==> config.mk <==
export PLATFORM = sky130hd
export DESIGN_NAME = sccb_init_seq_flat
export DESIGN_NICKNAME = d
export VERILOG_FILES = /design/src/rtl/sccb_init_seq_if.sv /design/src/rtl/sccb_init_seq.sv /design/src/flat_wrapper.sv
export SDC_FILE = /design/constraint.sdc
export NUM_CORES = 1
export LEC_CHECK = 0
export CAP_MARGIN = 25
export CORE_MARGIN = 1
export CORE_UTILIZATION = 58
export CTS_CLUSTER_SIZE = 10
export DETAILED_ROUTE_END_ITERATION = 8
export PLACE_DENSITY = 0.83
export SLEW_MARGIN = 20
export SYNTH_ARGS = -nofsm -noshare
export SYNTH_HDL_FRONTEND = slang
export SYNTH_SLANG_ARGS = --single-unit
==> constraint.sdc <==
create_clock -name XCLK -period 9.5 [get_ports XCLK]
set_input_delay 0.95 -clock XCLK [delete_from_list [all_inputs] [get_ports XCLK]]
set_output_delay 0.95 -clock XCLK [all_outputs]
set_load 0.05 [all_outputs]
==> src/rtl/sccb_init_seq_if.sv <==
// Request/response bundle between the camera init sequencer (master) and an SCCB
// bus engine (slave).
//
// Handshake: the master raises sccb_start together with sccb_rw, sccb_ip_addr,
// sccb_sub_addr and sccb_data_in, and holds all of them stable until it samples
// the slave's one-cycle sccb_done pulse. sccb_data_out is valid only while
// sccb_done is high. The master drops sccb_start on the cycle after sccb_done.
interface sccb_init_seq_if;
  logic       sccb_start;
  logic       sccb_rw;
  logic [7:0] sccb_ip_addr;
  logic [7:0] sccb_sub_addr;
  logic [7:0] sccb_data_in;
  logic [7:0] sccb_data_out;
  logic       sccb_done;

  modport master (
    output sccb_start, sccb_rw, sccb_ip_addr, sccb_sub_addr, sccb_data_in,
    input  sccb_data_out, sccb_done
  );

  modport slave (
    input  sccb_start, sccb_rw, sccb_ip_addr, sccb_sub_addr, sccb_data_in,
    output sccb_data_out, sccb_done
  );
endinterface

==> src/rtl/sccb_init_seq.sv <==
// Walks a 32-entry ROM of {op, sub, data} and issues SCCB register writes and ms delays.
// Define SCCB_INIT_READBACK_EN to read back every write and count mismatches in err_cnt.
module sccb_init_seq #(
  parameter int unsigned       XCLK_FREQ  = 50_000_000,
  parameter logic [7:0]        DEV_ADDR   = 8'h60,
  parameter int unsigned       GAP_CYCLES = 1000,
  parameter logic [32*18-1:0]  ROM_IMAGE  = {
    {28{18'h3FFFF}},
    18'h01101,   // 3: W 11,01
    18'h1000A,   // 2: D 10 ms
    18'h01280,   // 1: W 12,80
    18'h0FF01    // 0: W FF,01
  }
) (
  input  logic                    XCLK,
  input  logic                    RST,
  input  logic                    init_start,
  output logic                    init_busy,
  output logic                    init_done,
  output logic [7:0]              err_cnt,
  output logic [3:0]              dbg_state_o,
  sccb_init_seq_if.master         sccb
);

  localparam logic [1:0]  OP_WR        = 2'b00;
  localparam logic [1:0]  OP_DLY       = 2'b01;
  localparam logic [1:0]  OP_END       = 2'b11;
  localparam logic [31:0] TICKS_PER_MS = 32'(XCLK_FREQ / 1000);
  localparam logic [31:0] GAP_LOAD     = 32'(GAP_CYCLES);

  typedef enum logic [3:0] {
    S_IDLE      = 4'd0,
    S_FETCH     = 4'd1,
    S_ISSUE     = 4'd2,
    S_WAIT_DONE = 4'd3,
    S_GAP       = 4'd4,
    S_DELAY     = 4'd5,
`ifdef SCCB_INIT_READBACK_EN
    S_RB_ISSUE  = 4'd7,
    S_RB_WAIT   = 4'd8,
    S_RB_GAP    = 4'd9,
`endif
    S_DONE      = 4'd6
  } state_t;

  state_t      state_q, state_d;
  logic [4:0]  idx_q, idx_d;
  logic [15:0] ent_q, ent_d;
  logic [31:0] cnt_q, cnt_d;
  logic        start_q, start_d;
  logic        rw_q, rw_d;
  logic [7:0]  addr_q, addr_d;
  logic [7:0]  sub_q, sub_d;
  logic [7:0]  data_q, data_d;
`ifdef SCCB_INIT_READBACK_EN
  logic [7:0]  err_q, err_d;
`endif

  logic [17:0] rom_word;
  logic [1:0]  rom_op;

  // The last slot is always END so the index can never wrap back to 0.
  always_comb begin
    rom_word = ROM_IMAGE[18*32'(idx_q) +: 18];
    if (idx_q == 5'd31) rom_word[17:16] = OP_END;
  end
  assign rom_op = rom_word[17:16];

  always_ff @(posedge XCLK or posedge RST) begin
    if (RST) begin
      state_q <= S_IDLE;
      idx_q   <= '0;
      ent_q   <= '0;
      cnt_q   <= '0;
      start_q <= 1'b0;
      rw_q    <= 1'b0;
      addr_q  <= '0;
      sub_q   <= '0;
      data_q  <= '0;
`ifdef SCCB_INIT_READBACK_EN
      err_q   <= '0;
`endif
    end else begin
      state_q <= state_d;
      idx_q   <= idx_d;
      ent_q   <= ent_d;
      cnt_q   <= cnt_d;
      start_q <= start_d;
      rw_q    <= rw_d;
      addr_q  <= addr_d;
      sub_q   <= sub_d;
      data_q  <= data_d;
`ifdef SCCB_INIT_READBACK_EN
      err_q   <= err_d;
`endif
    end
  end

  always_comb begin
    state_d = state_q;
    idx_d   = idx_q;
    ent_d   = ent_q;
    cnt_d   = cnt_q;
    start_d = start_q;
    rw_d    = rw_q;
    addr_d  = addr_q;
    sub_d   = sub_q;
    data_d  = data_q;
`ifdef SCCB_INIT_READBACK_EN
    err_d   = err_q;
`endif
    unique case (state_q)
      S_IDLE, S_DONE: begin
        if (init_start) begin
          idx_d   = '0;
          state_d = S_FETCH;
        end
      end
      S_FETCH: begin
        ent_d = rom_word[15:0];
        unique case (rom_op)
          OP_WR:  state_d = S_ISSUE;
          OP_DLY: begin
            cnt_d   = 32'(rom_word[7:0]) * TICKS_PER_MS;
            state_d = S_DELAY;
          end
          default: state_d = S_DONE;
        endcase
      end
      S_ISSUE: begin
        start_d = 1'b1;
        rw_d    = 1'b0;
        addr_d  = DEV_ADDR;
        sub_d   = ent_q[15:8];
        data_d  = ent_q[7:0];
        state_d = S_WAIT_DONE;
      end
      S_WAIT_DONE: begin
        if (sccb.sccb_done) begin
          start_d = 1'b0;
          cnt_d   = GAP_LOAD;
          state_d = S_GAP;
        end
      end
      S_GAP: begin
        // A zero-length gap still costs the one cycle spent here.
        if (cnt_q <= 32'd1) begin
`ifdef SCCB_INIT_READBACK_EN
          state_d = S_RB_ISSUE;
`else
          idx_d   = idx_q + 5'd1;
          state_d = S_FETCH;
`endif
        end else begin
          cnt_d = cnt_q - 32'd1;
        end
      end
      S_DELAY: begin
        if (cnt_q <= 32'd1) begin
          idx_d   = idx_q + 5'd1;
          state_d = S_FETCH;
        end else begin
          cnt_d = cnt_q - 32'd1;
        end
      end
`ifdef SCCB_INIT_READBACK_EN
      S_RB_ISSUE: begin
        start_d = 1'b1;
        rw_d    = 1'b1;
        addr_d  = DEV_ADDR | 8'h01;
        sub_d   = ent_q[15:8];
        state_d = S_RB_WAIT;
      end
      S_RB_WAIT: begin
        if (sccb.sccb_done) begin
          start_d = 1'b0;
          if (sccb.sccb_data_out != ent_q[7:0] && err_q != 8'hFF) err_d = err_q + 8'd1;
          cnt_d   = GAP_LOAD;
          state_d = S_RB_GAP;
        end
      end
      S_RB_GAP: begin
        if (cnt_q <= 32'd1) begin
          idx_d   = idx_q + 5'd1;
          state_d = S_FETCH;
        end else begin
          cnt_d = cnt_q - 32'd1;
        end
      end
`endif
      default: state_d = S_IDLE;
    endcase
  end

`ifdef SCCB_INIT_READBACK_EN
  assign err_cnt = err_q;
`else
  logic unused_rd_data;
  assign unused_rd_data = ^sccb.sccb_data_out;
  assign err_cnt        = 8'd0;
`endif

  assign init_busy          = (state_q != S_IDLE) && (state_q != S_DONE);
  assign init_done          = (state_q == S_DONE);
  assign dbg_state_o        = state_q;
  assign sccb.sccb_start    = start_q;
  assign sccb.sccb_rw       = rw_q;
  assign sccb.sccb_ip_addr  = addr_q;
  assign sccb.sccb_sub_addr = sub_q;
  assign sccb.sccb_data_in  = data_q;

endmodule
==> src/flat_wrapper.sv <==
// flat-port wrapper written by rule: the top's interface ports become plain ports
module sccb_init_seq_flat 
#(
  parameter int unsigned       XCLK_FREQ  = 50_000_000,
  parameter logic [7:0]        DEV_ADDR   = 8'h60,
  parameter int unsigned       GAP_CYCLES = 1000,
  parameter logic [32*18-1:0]  ROM_IMAGE  = {
    {28{18'h3FFFF}},
    18'h01101,                
    18'h1000A,                
    18'h01280,                
    18'h0FF01                 
  }
)
  (XCLK, RST, init_start, init_busy, init_done, err_cnt, dbg_state_o, sccb_sccb_start, sccb_sccb_rw, sccb_sccb_ip_addr, sccb_sccb_sub_addr, sccb_sccb_data_in, sccb_sccb_data_out, sccb_sccb_done);
  sccb_init_seq_if sccb_i ();
  input  logic XCLK;
  input  logic RST;
  input  logic init_start;
  output logic init_busy;
  output logic init_done;
  output logic [7:0] err_cnt;
  output logic [3:0] dbg_state_o;
  output wire logic [$bits(sccb_i.sccb_start)-1:0] sccb_sccb_start;
  output wire logic [$bits(sccb_i.sccb_rw)-1:0] sccb_sccb_rw;
  output wire logic [$bits(sccb_i.sccb_ip_addr)-1:0] sccb_sccb_ip_addr;
  output wire logic [$bits(sccb_i.sccb_sub_addr)-1:0] sccb_sccb_sub_addr;
  output wire logic [$bits(sccb_i.sccb_data_in)-1:0] sccb_sccb_data_in;
  input wire logic [$bits(sccb_i.sccb_data_out)-1:0] sccb_sccb_data_out;
  input wire logic [$bits(sccb_i.sccb_done)-1:0] sccb_sccb_done;
  assign sccb_sccb_start = sccb_i.sccb_start;
  assign sccb_sccb_rw = sccb_i.sccb_rw;
  assign sccb_sccb_ip_addr = sccb_i.sccb_ip_addr;
  assign sccb_sccb_sub_addr = sccb_i.sccb_sub_addr;
  assign sccb_sccb_data_in = sccb_i.sccb_data_in;
  assign sccb_i.sccb_data_out = sccb_sccb_data_out;
  assign sccb_i.sccb_done = sccb_sccb_done;
  sccb_init_seq #(.XCLK_FREQ(XCLK_FREQ), .DEV_ADDR(DEV_ADDR), .GAP_CYCLES(GAP_CYCLES), .ROM_IMAGE(ROM_IMAGE)) u_core (.XCLK(XCLK), .RST(RST), .init_start(init_start), .init_busy(init_busy), .init_done(init_done), .err_cnt(err_cnt), .dbg_state_o(dbg_state_o), .sccb(sccb_i));
endmodule
==> metrics, run 1 <==
number of antenna violations at the first check in global routing 0; EDFF count, synth 0; post-synthesis sequential area ratio 32.4%; final setup vio count 0; Worst EP arrival 5.70 ns; Avg Inst Size Synth 8.59 sq um; drt pass-1 iters 5; vias in the first global route 3,263; initial core utilization 59.9%; first-pass GRT wire length 15.9 mm; most common cell in the netlist dfrtp_1; gr busiest metal met2; WL final 9.70 mm; DRC 0; CTS Sinks 56; # port buffers 27; Final Cycle Share 58.2%; met3 Use GR 2.80%; area added between synthesis and finish 7.04%; CTS clk-pin slew, worst paths 0.10 ns; fraction of layout cells with a size suffix above 1 6.09%; Max Clk Rate 181 MHz; Congestion Overflow GR 0; #FFs+latches synth 56; root buffer cell clkbuf_8; status finished, final reports clean; core area 7210 sq um; drt first-iter violations 302; largest net degree at the start of global routing 57; Max H-tree Level 2; fin util 64.1%; top_reg_cell synth dfrtp_1; Max FO, Critical Path 15; Distinct cells, synth 57; Tmin final 5.52 ns; CP endpoint kind flop; floorplan die height 88.3 um; leakage 2.10 nW; Ports 52; post-synth top area share 32.4%; YS warnings 0; Worst slew margin 44.7%; asr flop ratio synth 100%; Crit path required time 9.68 ns; RSZ-0062 raised after global routing false; Yosys top cell by area dfrtp_1; reg2reg setup slack 3.98 ns; setup bufs post-CTS 0; Power Density 247 nW/um^2; most frequent cells after synthesis dfrtp_1 (56), o21ai_0 (50), nor2_1 (48); Worst Hold Class flop to flop; Critical Setup Path Class flop to flop; Worst-Margin Slew 0.827 ns; wire per inst 16.0 um; gr usage total 25.8%; Mapped Cells 503; Layout Nets 567; Max Buffers Root-to-Sink 2; post-cts sizing count 0; Post-Syn Area 4320 sq um; Peak VDD IR 0.112 mV; hold buffers post-CTS 0; Startpoint Class flop; Clock Skew 0.00681 ns; M2 GR Usage 40.3%; Max-cap violations 0; die width 88.3 um; met1 usage 38.4%; Slew Viols, Final 0; DR vias/cell 5.98; Skew-Pair Late Insertion Delay 0.31 ns; Area contributors post-synth dfrtp_1 (32%), ha_1 (12%), o21ai_0 (5.8%); CTS tree built; setup TNS 0 ns; Post-DP HPWL 6.93 mm; Num CTS Buffers 5; Die Area 7800 sq um; ANT nets after route 0; vias 3,633; Placer Congestion 0.900; antenna cells 0; row count 31; final hold vios 0
==> report_power, final <==
part | leakage (nW) | internal, mW | total (mW) | switching, mW
combinational | 1.36 | 0.201 | 0.609 | 0.409
clock | 0.0552 | 0.0784 | 0.156 | 0.0778
sequential | 0.684 | 0.299 | 0.376 | 0.0767
total | 2.10 | 0.578 | 1.14 | 0.563
==> layout by cell type, fill, tap and decap left out, types with 14 or more instances in the layout <==
cell type / n
nor3_1: 14
inv_1: 19
dfrtp_1: 56
nand2_1: 41
clkdlybuf4s50_1: 27
nor2_1: 48
conb_1: 16
ha_1: 43
a21oi_1: 42
o21ai_0: 50
==> sequential cells by signal (all words and copies together), names as in the netlist <==
signal	count
u_core.sccb.sccb_data_in	4
u_core.sccb.sccb_start	1
u_core.ent_q	7
u_core.idx_q	5
u_core.cnt_q	32
u_core.dbg_state_o	3
u_core.sccb.sccb_sub_addr	3
u_core.sccb.sccb_ip_addr	1
==> area by class of cell <==
| class | instances | area, sq um |
|---|---|---|
| clock buffers | 6 | 72.6 |
| inverters | 20 | 75.1 |
| flip-flops and latches | 56 | 1400 |
| well taps | 99 | 124 |
| multi-input cells | 394 | 2620 |
| clock inverters | 2 | 35.0 |
| fillers | 631 | 2590 |
| repair buffers | 31 | 300 |
==> layer usage <==
metal / vias up / share of wire (%) / wire length [um]
met5: - / 0 / 0
met4: 0 / 0.90 / 87
met3: 9 / 4.2 / 404
met2: 106 / 48 / 4610
met1: 1754 / 47 / 4600
li1: 1764 / - / -
==> critical path, cell delays in order (launching register included) <==
cell,delay (ns)
dfrtp_1,0.42
or3_1,0.62
nor2_1,0.74
inv_1,0.25
ha_1,0.46
ha_1,0.35
ha_1,0.28
ha_1,0.28
ha_1,0.36
a21o_1,0.19
and4_1,0.20
a311oi_1,0.42
o21ai_0,0.36
mux2i_1,0.19
nor2_1,0.19
o211ai_1,0.10
==> cells by family (layout without fill, tap and decap cells) <==
kind of cell,after synthesis,in the layout,share of synthesized area [%]
compound gates,142,142,19.7
other cells,1,16,0.0868
buf+inv,68,59,8.31
simple gates,162,162,19.1
mux,11,11,2.75
flops,56,56,32.4
fa+ha+maj,47,47,14.3
xor+xnor,16,16,3.24
==> per-stage QoR <==
stage          worst slack, ns  cell area [sq um]  total power [mW]  std cells  hold WS, ns
6_report                  3.98               4620              1.14        608        0.498
3_3_place_gp              4.18               4510             0.951        599        0.460
5_1_grt                   3.65               4620              1.22        608        0.523
3_5_place_dp              4.05               4510             0.976        599        0.476
2_1_floorplan             4.77               4380             0.845        518        0.444
4_1_cts                   4.03               4620              1.13        607        0.501
==> path summary, 6_finish.rpt <==
check	startpoint	to	cells after the start
hold reg to reg	u_core.cnt_q[26]	u_core.cnt_q[26]	1
min in group asynchronous	RST	u_core.dbg_state_o[1]	3
setup reg to reg	u_core.idx_q[2]	u_core.cnt_q[21]	15
hold / removal	u_core.cnt_q[26]	u_core.cnt_q[26]	1
max in group asynchronous	RST	u_core.sccb.sccb_data_in[3]	3
setup / recovery	u_core.idx_q[2]	u_core.cnt_q[21]	15
Note: power is estimated with default switching activity, not from simulation.
==> inputs of run 2 (changes only) <==
- CORE_UTILIZATION: 58 -> 57
- PLACE_DENSITY: 0.83 -> 0.81
- clock period: 9.5 -> 5.65 ns (I/O delays scaled with it)
==> run 2 against run 1 <==
Effect of this change: clock skew up 0.0014 ns; first-iteration DRC count down 12%; sequential power up 68%; clock-buffer cell count unchanged; maximum frequency up 11%; power up 62%; die area up 1.7%; critical path type unchanged.
==> metrics, run 2 (synthesized netlist as in run 1, its figures left out) <==
Total Power 1.85 mW; Max Buffers Root-to-Sink 2; fraction of layout cells with a size suffix above 1 6.64%; CP endpoint kind flop; setup TNS 0 ns; WL final 9.49 mm; leakage 2.10 nW; area added between synthesis and finish 7.04%; Ports 52; gr usage total 25.6%; Final Cycle Share 88.0%; core area 7290 sq um; largest net degree at the start of global routing 57; number of antenna violations at the first check in global routing 0; Max FO, Critical Path 6; Placer Congestion 0.856; final setup vio count 0; sw frac 50.0%; wire per inst 15.5 um; Peak VDD IR 0.184 mV; vias 3,667; die width 89.1 um; pre-CTS setup slack 0.753 ns; Worst Hold Class flop to flop; PnR worst setup slack 0.678 ns; Comb pwr share 54.7%; post-cts sizing count 0; most frequent cells in the layout dfrtp_1 (56), o21ai_0 (50), nor2_1 (48); DR vias/cell 6.00; Worst slew margin 46.9%; Design Area, Final 4620 sq um; vias in the first global route 3,356; Max Clk Rate 201 MHz; drt pass-1 iters 5; Power Density 401 nW/um^2; Top Registers u_core.cnt_q: 32 flops, u_core.ent_q: 7 flops, u_core.idx_q: 5 flops; commonest non-fill, non-tap cell in the layout dfrtp_1; Crit path required time 5.83 ns; Tmin final 4.97 ns; Layout Nets 571; Post-DP HPWL 6.91 mm; # port buffers 27; post-placement cell area 4540 sq um; root buffer cell clkbuf_8; hold buffers post-CTS 0; antenna cells 0; initial core utilization 59.2%; ANT nets after route 0; Max H-tree Level 2; Seq pwr share 34.0%; setup bufs post-CTS 0; net switching power 0.927 mW; row count 31; Clock Skew 0.00824 ns; CTS tree built; Congestion Overflow GR 0; Slew Viols, Final 0; Startpoint Class flop; final hold vios 0; clock share of power 11.3%; Num CTS Buffers 5; max reg flops 32; Critical Setup Path Class flop to flop; CTS Sinks 56; drt first-iter violations 266; Die Area 7930 sq um; Cell Int Power 0.926 mW; Largest Register u_core.cnt_q; floorplan die height 89.1 um; RSZ-0062 raised after global routing false; Skew-Pair Late Insertion Delay 0.31 ns; status finished, final reports clean; Max-cap violations 0; Worst EP arrival 5.16 ns; CTS clk-pin slew, worst paths 0.10 ns; DRC 0; Worst-Margin Slew 0.794 ns; first-pass GRT wire length 16.0 mm; Hold WS 0.490 ns
==> run 2: cell types whose count changed in the layout (fill, tap and decap cells not counted), sizes merged <==
cell	previous run	this run
bufinv	1	0
clkbuf	7	6
buf	3	8
==> run 2: through the flow <==
step	util [%]	std cells
2_1_floorplan	-	518
3_3_place_gp	62.3	603
3_5_place_dp	62.3	603
4_1_cts	63.3	610
5_1_grt	63.4	611
6_report	63.4	611
==> run 2: final timing paths <==
check / start / end / slack [ns] / depth (start not counted)
min: u_core.cnt_q[18] / u_core.cnt_q[18] / 0.49 / 1
max reg2reg: u_core.idx_q[2] / u_core.cnt_q[22] / 0.68 / 20
max: u_core.idx_q[2] / u_core.cnt_q[22] / 0.68 / 20
max in group asynchronous: RST / u_core.cnt_q[6] / 4.42 / 3
min reg2reg: u_core.cnt_q[18] / u_core.cnt_q[18] / 0.49 / 1
min in group asynchronous: RST / u_core.sccb.sccb_start / 0.78 / 3
==> run 2: layout make-up <==
cell class              count  area [sq um]
fillers                   655          2670
multi-input cells         394          2620
flip-flops and latches     56          1400
repair buffers             35           330
well taps                  99           124
inverters                  20          75.1
clock buffers               6          72.6
clock inverters             1          5.00
==> run 2: per-layer routing <==
| layer | vias up | track usage, % | routed length [um] | share of wire (%) |
|---|---|---|---|---|
| li1 | 1771 | - | - | - |
| met5 | - | 0 | 0 | 0 |
| met1 | 1760 | 35.8 | 4190 | 44 |
| met2 | 120 | 42.2 | 4640 | 49 |
| met4 | 0 | 7.22 | 148 | 1.6 |
| met3 | 16 | 3.05 | 509 | 5.4 |
==> run 2: power by group through the flow <==
stage                     sequential [mW]  clock, mW  combinational, mW
after floorplan                     0.688          0              0.732
after global placement              0.624          0              0.975
after detailed placement            0.633          0               1.00
after CTS                           0.626      0.216               1.00
after global routing                0.650      0.231               1.11
final                               0.630      0.210               1.01
==> run 2: critical path, stage by stage, from the launching register on <==
cell and delay (ns):
dfrtp_1 0.44, or3_1 0.40, nor2_1 0.13, buf_4 0.15, inv_1 0.07, ha_1 0.30
inv_1 0.07, ha_1 0.30, inv_1 0.17, xnor2_1 0.12, ha_1 0.18, or2_2 0.29
ha_1 0.27, ha_1 0.38, a21o_1 0.22, a41oi_1 0.20, a21boi_0 0.39, o221ai_1 0.22
a21oi_1 0.21, xnor2_1 0.17, o221ai_1 0.13
